===== src/rtl/gpio_in_debounce_pkg.sv =====
// Shared constants and helpers for the GPIO input debounce block.
// Latency: n/a (package only).
// Backpressure: n/a (package only).
package gpio_in_debounce_pkg;

   // 8 user switches + 5 joystick + 3 selection switches + 1 microSD detect
   localparam int GPIO_IN_WIDTH       = 17;
   localparam int DEBOUNCE_DEFAULT_US = 5000;
   localparam int SYS_CLK_DEFAULT_HZ  = 40_000_000;
   localparam int SYNC_STAGES_DEFAULT = 2;

   // Number of clk cycles an input must hold a new level before it is accepted.
   function automatic int debounce_cycles(input int freq_hz, input int us);
      return (freq_hz / 1_000_000) * us;
   endfunction

endpackage


===== src/rtl/gpio_in_debounce_if.sv =====
// Level/pulse bundle between raw pins and the debounced GPIO input bus.
// Latency: n/a (wiring only).
// Backpressure: none; every signal is a level or a single-cycle pulse.
//  in_i      raw pin levels (polarity already corrected)
//  bypass_i  1: output follows synchronised input without filtering
//  out_o     debounced level; rise_o/fall_o per-bit edge pulses; changed_o any edge
interface gpio_in_debounce_if #(
   parameter int WIDTH = 17
);
   logic [WIDTH-1:0] in_i;
   logic             bypass_i;
   logic [WIDTH-1:0] out_o;
   logic [WIDTH-1:0] rise_o;
   logic [WIDTH-1:0] fall_o;
   logic             changed_o;

   // master: the side that owns the pins; slave: the debounce block
   modport master (
      output in_i, bypass_i,
      input  out_o, rise_o, fall_o, changed_o
   );
   modport slave (
      input  in_i, bypass_i,
      output out_o, rise_o, fall_o, changed_o
   );
endinterface


===== src/rtl/gpio_in_debounce_cell.sv =====
// One-bit synchroniser + stability counter + output flop with registered edge pulses.
// Latency: SyncStages + DebounceCycles cycles for a clean step (SyncStages + 1 in bypass).
// Backpressure: none.
//  i_in raw bit, i_bypass skip filter, o_out debounced level, o_rise/o_fall pulses,
//  o_edge_nxt combinational "an edge is being registered this cycle" for the aggregate pulse.
module gpio_in_debounce_cell #(
   parameter int   SyncStages     = 2,
   parameter int   DebounceCycles = 4,
   parameter int   CntW           = 3,
   parameter logic ResetValue     = 1'b0
) (
   input  logic clk_i,
   input  logic rst_i,
   input  logic i_in,
   input  logic i_bypass,
   output logic o_out,
   output logic o_rise,
   output logic o_fall,
   output logic o_edge_nxt
);

   logic [SyncStages-1:0] r_sync;
   logic [CntW-1:0]       r_cnt;
   logic                  r_out;
   logic                  r_rise;
   logic                  r_fall;

   logic w_sync;
   logic w_mismatch;
   logic w_accept;

   assign w_sync     = r_sync[SyncStages-1];
   assign w_mismatch = (w_sync != r_out);
   // The new level is taken once it has differed for DebounceCycles cycles in a row,
   // or immediately when the filter is bypassed.
   assign w_accept   = w_mismatch && (i_bypass || (r_cnt == CntW'(DebounceCycles - 1)));
   assign o_edge_nxt = w_accept && !rst_i;

   always_ff @(posedge clk_i) begin
      if (rst_i) begin
         r_sync <= {SyncStages{ResetValue}};
         r_out  <= ResetValue;
         r_cnt  <= '0;
         r_rise <= 1'b0;
         r_fall <= 1'b0;
      end else begin
         r_sync <= {r_sync[SyncStages-2:0], i_in};
         r_rise <= 1'b0;
         r_fall <= 1'b0;
         if (w_accept) begin
            r_out  <= w_sync;
            r_cnt  <= '0;
            r_rise <= w_sync;
            r_fall <= !w_sync;
         end else if (w_mismatch && !i_bypass) begin
            r_cnt <= r_cnt + 1'b1;
         end else begin
            // Any matching cycle (or bypass) throws the partial count away.
            r_cnt <= '0;
         end
      end
   end

   assign o_out  = r_out;
   assign o_rise = r_rise;
   assign o_fall = r_fall;

endmodule


===== src/rtl/gpio_in_debounce.sv =====
// Debounces Width board switch/detect inputs; per-bit level + edge pulses, aggregate change pulse.
// Latency: SyncStages + DebounceCycles cycles from a clean pin step to out_o (SyncStages+1 bypassed).
// Backpressure: none; outputs are always valid after reset.
//  clk_i system clock, rst_i synchronous active-high reset, bus slave modport (in_i, bypass_i
//  in; out_o, rise_o, fall_o, changed_o out).
module gpio_in_debounce
   import gpio_in_debounce_pkg::*;
#(
   parameter int               Width      = GPIO_IN_WIDTH,
   parameter int               SysClkFreq = SYS_CLK_DEFAULT_HZ,
   parameter int               DebounceUs = DEBOUNCE_DEFAULT_US,
   parameter int               SyncStages = SYNC_STAGES_DEFAULT,
   parameter logic [Width-1:0] ResetValue = '0
) (
   input  logic        clk_i,
   input  logic        rst_i,
   gpio_in_debounce_if.slave bus
);

   localparam int DebounceCycles = debounce_cycles(SysClkFreq, DebounceUs);
   localparam int CntW           = $clog2(DebounceCycles + 1);

   if (DebounceCycles < 1) begin : g_bad_cycles
      $error("gpio_in_debounce: DebounceCycles must be >= 1");
   end
   if (SyncStages < 2) begin : g_bad_sync
      $error("gpio_in_debounce: SyncStages must be >= 2");
   end

   logic [Width-1:0] w_out;
   logic [Width-1:0] w_rise;
   logic [Width-1:0] w_fall;
   logic [Width-1:0] w_edge_nxt;
   logic             r_changed;

   for (genvar g = 0; g < Width; g++) begin : g_cell
      gpio_in_debounce_cell #(
         .SyncStages     (SyncStages),
         .DebounceCycles (DebounceCycles),
         .CntW           (CntW),
         .ResetValue     (ResetValue[g])
      ) u_cell (
         .clk_i      (clk_i),
         .rst_i      (rst_i),
         .i_in       (bus.in_i[g]),
         .i_bypass   (bus.bypass_i),
         .o_out      (w_out[g]),
         .o_rise     (w_rise[g]),
         .o_fall     (w_fall[g]),
         .o_edge_nxt (w_edge_nxt[g])
      );
   end

   // Registered from the cells' next-edge terms so it lands on the same edge as rise/fall.
   always_ff @(posedge clk_i) begin
      if (rst_i) r_changed <= 1'b0;
      else       r_changed <= |w_edge_nxt;
   end

   assign bus.out_o     = w_out;
   assign bus.rise_o    = w_rise;
   assign bus.fall_o    = w_fall;
   assign bus.changed_o = r_changed;

endmodule

===== src/flat_wrapper.sv =====
// flat-port wrapper written by rule: the top's interface ports become plain ports
module gpio_in_debounce_flat import gpio_in_debounce_pkg::*;
#(
   parameter int               Width      = GPIO_IN_WIDTH,
   parameter int               SysClkFreq = SYS_CLK_DEFAULT_HZ,
   parameter int               DebounceUs = DEBOUNCE_DEFAULT_US,
   parameter int               SyncStages = SYNC_STAGES_DEFAULT,
   parameter logic [Width-1:0] ResetValue = '0
)
  (clk_i, rst_i, bus_in_i, bus_bypass_i, bus_out_o, bus_rise_o, bus_fall_o, bus_changed_o);
  gpio_in_debounce_if bus_i ();
  input  logic clk_i;
  input  logic rst_i;
  input wire logic [$bits(bus_i.in_i)-1:0] bus_in_i;
  input wire logic [$bits(bus_i.bypass_i)-1:0] bus_bypass_i;
  output wire logic [$bits(bus_i.out_o)-1:0] bus_out_o;
  output wire logic [$bits(bus_i.rise_o)-1:0] bus_rise_o;
  output wire logic [$bits(bus_i.fall_o)-1:0] bus_fall_o;
  output wire logic [$bits(bus_i.changed_o)-1:0] bus_changed_o;
  assign bus_i.in_i = bus_in_i;
  assign bus_i.bypass_i = bus_bypass_i;
  assign bus_out_o = bus_i.out_o;
  assign bus_rise_o = bus_i.rise_o;
  assign bus_fall_o = bus_i.fall_o;
  assign bus_changed_o = bus_i.changed_o;
  gpio_in_debounce #(.Width(Width), .SysClkFreq(SysClkFreq), .DebounceUs(DebounceUs), .SyncStages(SyncStages), .ResetValue(ResetValue)) u_core (.clk_i(clk_i), .rst_i(rst_i), .bus(bus_i));
endmodule

===== config.mk =====
export PLATFORM = sky130hd
export DESIGN_NAME = gpio_in_debounce_flat
export DESIGN_NICKNAME = d
export VERILOG_FILES = /design/src/rtl/gpio_in_debounce_pkg.sv /design/src/rtl/gpio_in_debounce_if.sv /design/src/rtl/gpio_in_debounce_cell.sv /design/src/rtl/gpio_in_debounce.sv /design/src/flat_wrapper.sv
export SDC_FILE = /design/constraint.sdc
export NUM_CORES = 1
export LEC_CHECK = 0
export ABC_AREA = 1
export ABC_CLOCK_PERIOD_IN_PS = 1700
export CORE_ASPECT_RATIO = 0.7
export CORE_MARGIN = 3
export CORE_UTILIZATION = 64
export CTS_CLUSTER_SIZE = 12
export DETAILED_ROUTE_END_ITERATION = 12
export DONT_BUFFER_PORTS = 1
export HOLD_SLACK_MARGIN = 0.02
export PLACE_DENSITY = 0.8
export SYNTH_ARGS = -nofsm -noshare
export SYNTH_HDL_FRONTEND = slang
export SYNTH_SLANG_ARGS = --single-unit

===== constraint.sdc =====
create_clock -name clk_i -period 1.7 [get_ports clk_i]
set_input_delay 0.255 -clock clk_i [delete_from_list [all_inputs] [get_ports clk_i]]
set_output_delay 0.255 -clock clk_i [all_outputs]
set_load 0.005 [all_outputs]

==> flow_metrics.env <==
export IMPL_fmax_ghz=0.564
export IMPL_syn_inst=2295
export IMPL_yosysSeqAreaShare_pct=44.9
export IMPL_setup_tns_ns=-0.0722
export IMPL_crit_type="reg2reg"
export IMPL_leakage_nw=7.10
export IMPL_grt_start_max_net_pins=43
export IMPL_design_area_sq_um=20000
export IMPL_yosys_warnings=0
export IMPL_ir_drop_mv=0.652
export IMPL_endpoint_kind="register"
export IMPL_ioPinCount=72
export IMPL_layout_setup_ws_ns=-0.0722
export IMPL_path_max_fanout=6
export IMPL_post_route_min_period_ns=1.77
export IMPL_period_share_pct=104
export IMPL_slew_headroom_pct=61.9
export IMPL_dieArea_sq_um=29300
export IMPL_hold_viol=0
export IMPL_drive_above_1_share_pct=16.0
export IMPL_hold_class="in2reg"
export IMPL_cp_common_cell="nand2_2"
export IMPL_via_per_inst=5.39
export IMPL_antenna_found_initial=1
export IMPL_ant_nets=0
export IMPL_synthFlopType="dfxtp_1"
export IMPL_htreeDepth=2
export IMPL_hold_slack_ns=0.0444
export IMPL_hpwlAfterDp_mm=25.4
export IMPL_numPortBuffers=0
export IMPL_place_gp_congestion=0.883
export IMPL_power_density_nw_per_um2=873
export IMPL_grt_pass1_wl_mm=60.1
export IMPL_synth_top_area_share_pct=44.9
export IMPL_crit_family="simple AND/OR/NAND/NOR gates"
export IMPL_synth_edf_count=0
export IMPL_critPathBufInv=3
export IMPL_rows=49
export IMPL_die_w_um=203
export IMPL_ys_ff_latch=392
export IMPL_netlist_area_sq_um=17500
export IMPL_place_area_sq_um=17900
export IMPL_cts_inserted_buffers=39
export IMPL_routed_wl_mm=38.9
export IMPL_worstPathCellList="ha_1 > nand2_1 > inv_1 > nand2_2 > nor2_1 > nand3_1 > nand2_2 > buf_6 > nor2_4 > buf_4 > o21ai_0 > a21oi_1"
export IMPL_maxCapViolCount=0
export IMPL_clk_latency_ns=0.53
export IMPL_final_nets=2402
export IMPL_yosys_top_cells_area="dfxtp_1, nor2_1, nand2_1"
export IMPL_start_util_pct=66.6
export IMPL_met2WireLength_mm=17.9
export IMPL_slowest_delay_ns=0.34
export IMPL_worst_pin_slew_ns=0.569
export IMPL_grt_pass1_vias=13000
export IMPL_wl_met3_mm=2.15
export IMPL_drt_pass1_iterations=5
export IMPL_met1_length_mm=17.9
export IMPL_synth_async_reset_ratio_pct=0
export IMPL_highest_layer="met4"
export IMPL_cp_arrival_ns=2.21
export IMPL_insertedDiodeCount=0
export IMPL_cp_slowest_cell="dfxtp_2"
export IMPL_die_height_um=144
export IMPL_yosysTopAreaCell="dfxtp_1"
export IMPL_tritoncts="yes"
export IMPL_skew_ns=0.0157
export IMPL_setup_viol=1
export IMPL_grt_use_total_pct=24.3
export IMPL_synthesis_nets=2332
export IMPL_drcViolationCount=0
export IMPL_vias=14700
export IMPL_cp_data_required_time_ns=2.14
export IMPL_clock_sinks=392
export IMPL_violations="negative setup slack"
export IMPL_avgRoutedWirePerCell_um=14.3
export IMPL_first_iter_violations=991
export IMPL_status="finished, violations left"
export IMPL_clk_pin_slew_ns=0.06
export IMPL_core_sq_um=26200
export IMPL_cts_max_path_buffers=3
export IMPL_slew_viol_final=0
export IMPL_yosysUniqueCellTypes=45
export IMPL_rsz0062_at_grt="true"
export IMPL_grt_overflow=0
export IMPL_area_growth_syn_to_layout_pct=14.5
export IMPL_synth_area_per_cell_sq_um=7.61
export IMPL_cts_root_buf="clkbuf_16"
export IMPL_cp_start_kind="register"
[worst min-delay path, delay by kind of cell]
family / cells / cell delay (ns)
buffers and inverters: 1 / 0.12
and+or+nand+nor: 3 / 0.15
[cells in the mapped netlist (17+ instances only)]
cell / instances
nand3_2: 18
xor2_1: 92
inv_1: 255
nand3_1: 107
or2_2: 27
nand4_1: 63
nor2_2: 42
xnor2_1: 42
dfxtp_1: 392
a21oi_1: 89
buf_2: 17
nor3b_1: 25
ha_1: 17
buf_4: 56
nor3_1: 111
o21ai_0: 19
nor2_1: 416
nand2_1: 379
[where the power goes]
part | internal, W | switching (W)
clock network | 0.00442 | 0.00333
registers | 0.00926 | 0.0000553
logic | 0.000158 | 0.000249
total | 0.0138 | 0.00364
[per-stage QoR]
step	utilization, %	power, W	setup slack [ns]	instances
after floorplan	-	0.00973	0.184	2295
after global placement	68.4	0.00981	0.0225	2640
after detailed placement	68.4	0.00982	-0.0368	2640
after CTS	73.4	0.0176	0.0144	2708
after global routing	76.2	0.0180	-0.129	2731
final	76.2	0.0175	-0.0722	2731
[cells in the final DEF (no fill, tap or decap), drive strengths merged]
master / synthesis / layout
nand2: 391 / 393
ha: 17 / 17
xor2: 92 / 92
nand4: 65 / 65
nand3b: 12 / 12
clkinv: 0 / 2
a31oi: 11 / 11
a21o: 1 / 1
dfxtp: 392 / 392
o21a: 7 / 7
a21oi: 90 / 90
clkbuf: 2 / 48
o211ai: 1 / 1
or3: 1 / 1
nor4: 17 / 17
nor3: 118 / 118
o21bai: 7 / 7
a211oi: 1 / 1
dlygate4sd3: 0 / 17
o22ai: 3 / 3
buf: 78 / 90
nor3b: 26 / 26
or2: 33 / 33
inv: 258 / 258
and2: 1 / 1
nand3: 125 / 125
xnor2: 42 / 42
and3: 4 / 4
o21ai: 19 / 19
nor2: 467 / 467
a41oi: 1 / 1
a22oi: 13 / 13
[kinds of logic after synthesis]
family | share of synthesized area [%]
AO/OA/AOI/OAI | 4.99
buffers and inverters | 8.68
AND/OR/NAND/NOR | 33.5
XOR/XNOR | 6.72
flip-flops | 44.9
adder cells (fa/ha/maj) | 1.22
[sequential cells by signal (all words and copies together), names as in the netlist]
name                         count
u_core.bus.changed_o             1
u_core.g_cell.u_cell.o_fall     17
u_core.g_cell.u_cell.o_out      17
u_core.g_cell.u_cell.o_rise     17
u_core.g_cell.u_cell.r_cnt     306
u_core.g_cell.u_cell.r_sync     34
[per-layer routing]
| metal | vias up | track usage [%] |
|---|---|---|
| met5 | - | 0 |
| met4 | 0 | 6.26 |
| met3 | 84 | 4.34 |
| met2 | 390 | 39.6 |
| met1 | 6806 | 33.8 |
| li1 | 7450 | - |
[cell type report]
cell class              count  area [sq um]
inverters                 258           968
flip-flops and latches    392          7880
clock buffers              48          1080
clock inverters             2          10.0
multi-input cells        1567          8650
fillers                  1841          6240
repair buffers            107           961
well taps                 357           447
[repair_timing]
action | 4_1_cts | 5_1_grt
endpoints found under the setup margin | 21 | 129
hold buffers | 18 | 0
cloned | 0 | 2
setup buffers | 0 | 21
resized for setup | 5 | 163
endpoints found under the hold margin | 48 | 0
pin swaps | 0 | 37
[final timing paths]
check / from / to / slack, ns / cells after the start
worst max register to register: u_core.g_cell[10].u_cell.r_cnt[1] / u_core.g_cell[10].u_cell.r_cnt[14] / -0.07 / 12
worst min-delay path: rst_i / u_core.g_cell[16].u_cell.o_rise / 0.04 / 4
worst min register to register: u_core.g_cell[0].u_cell.r_sync[0] / u_core.g_cell[0].u_cell.r_sync[1] / 0.39 / 2
worst max-delay path: u_core.g_cell[10].u_cell.r_cnt[1] / u_core.g_cell[10].u_cell.r_cnt[14] / -0.07 / 12
Power figures use the tool's default switching activity.
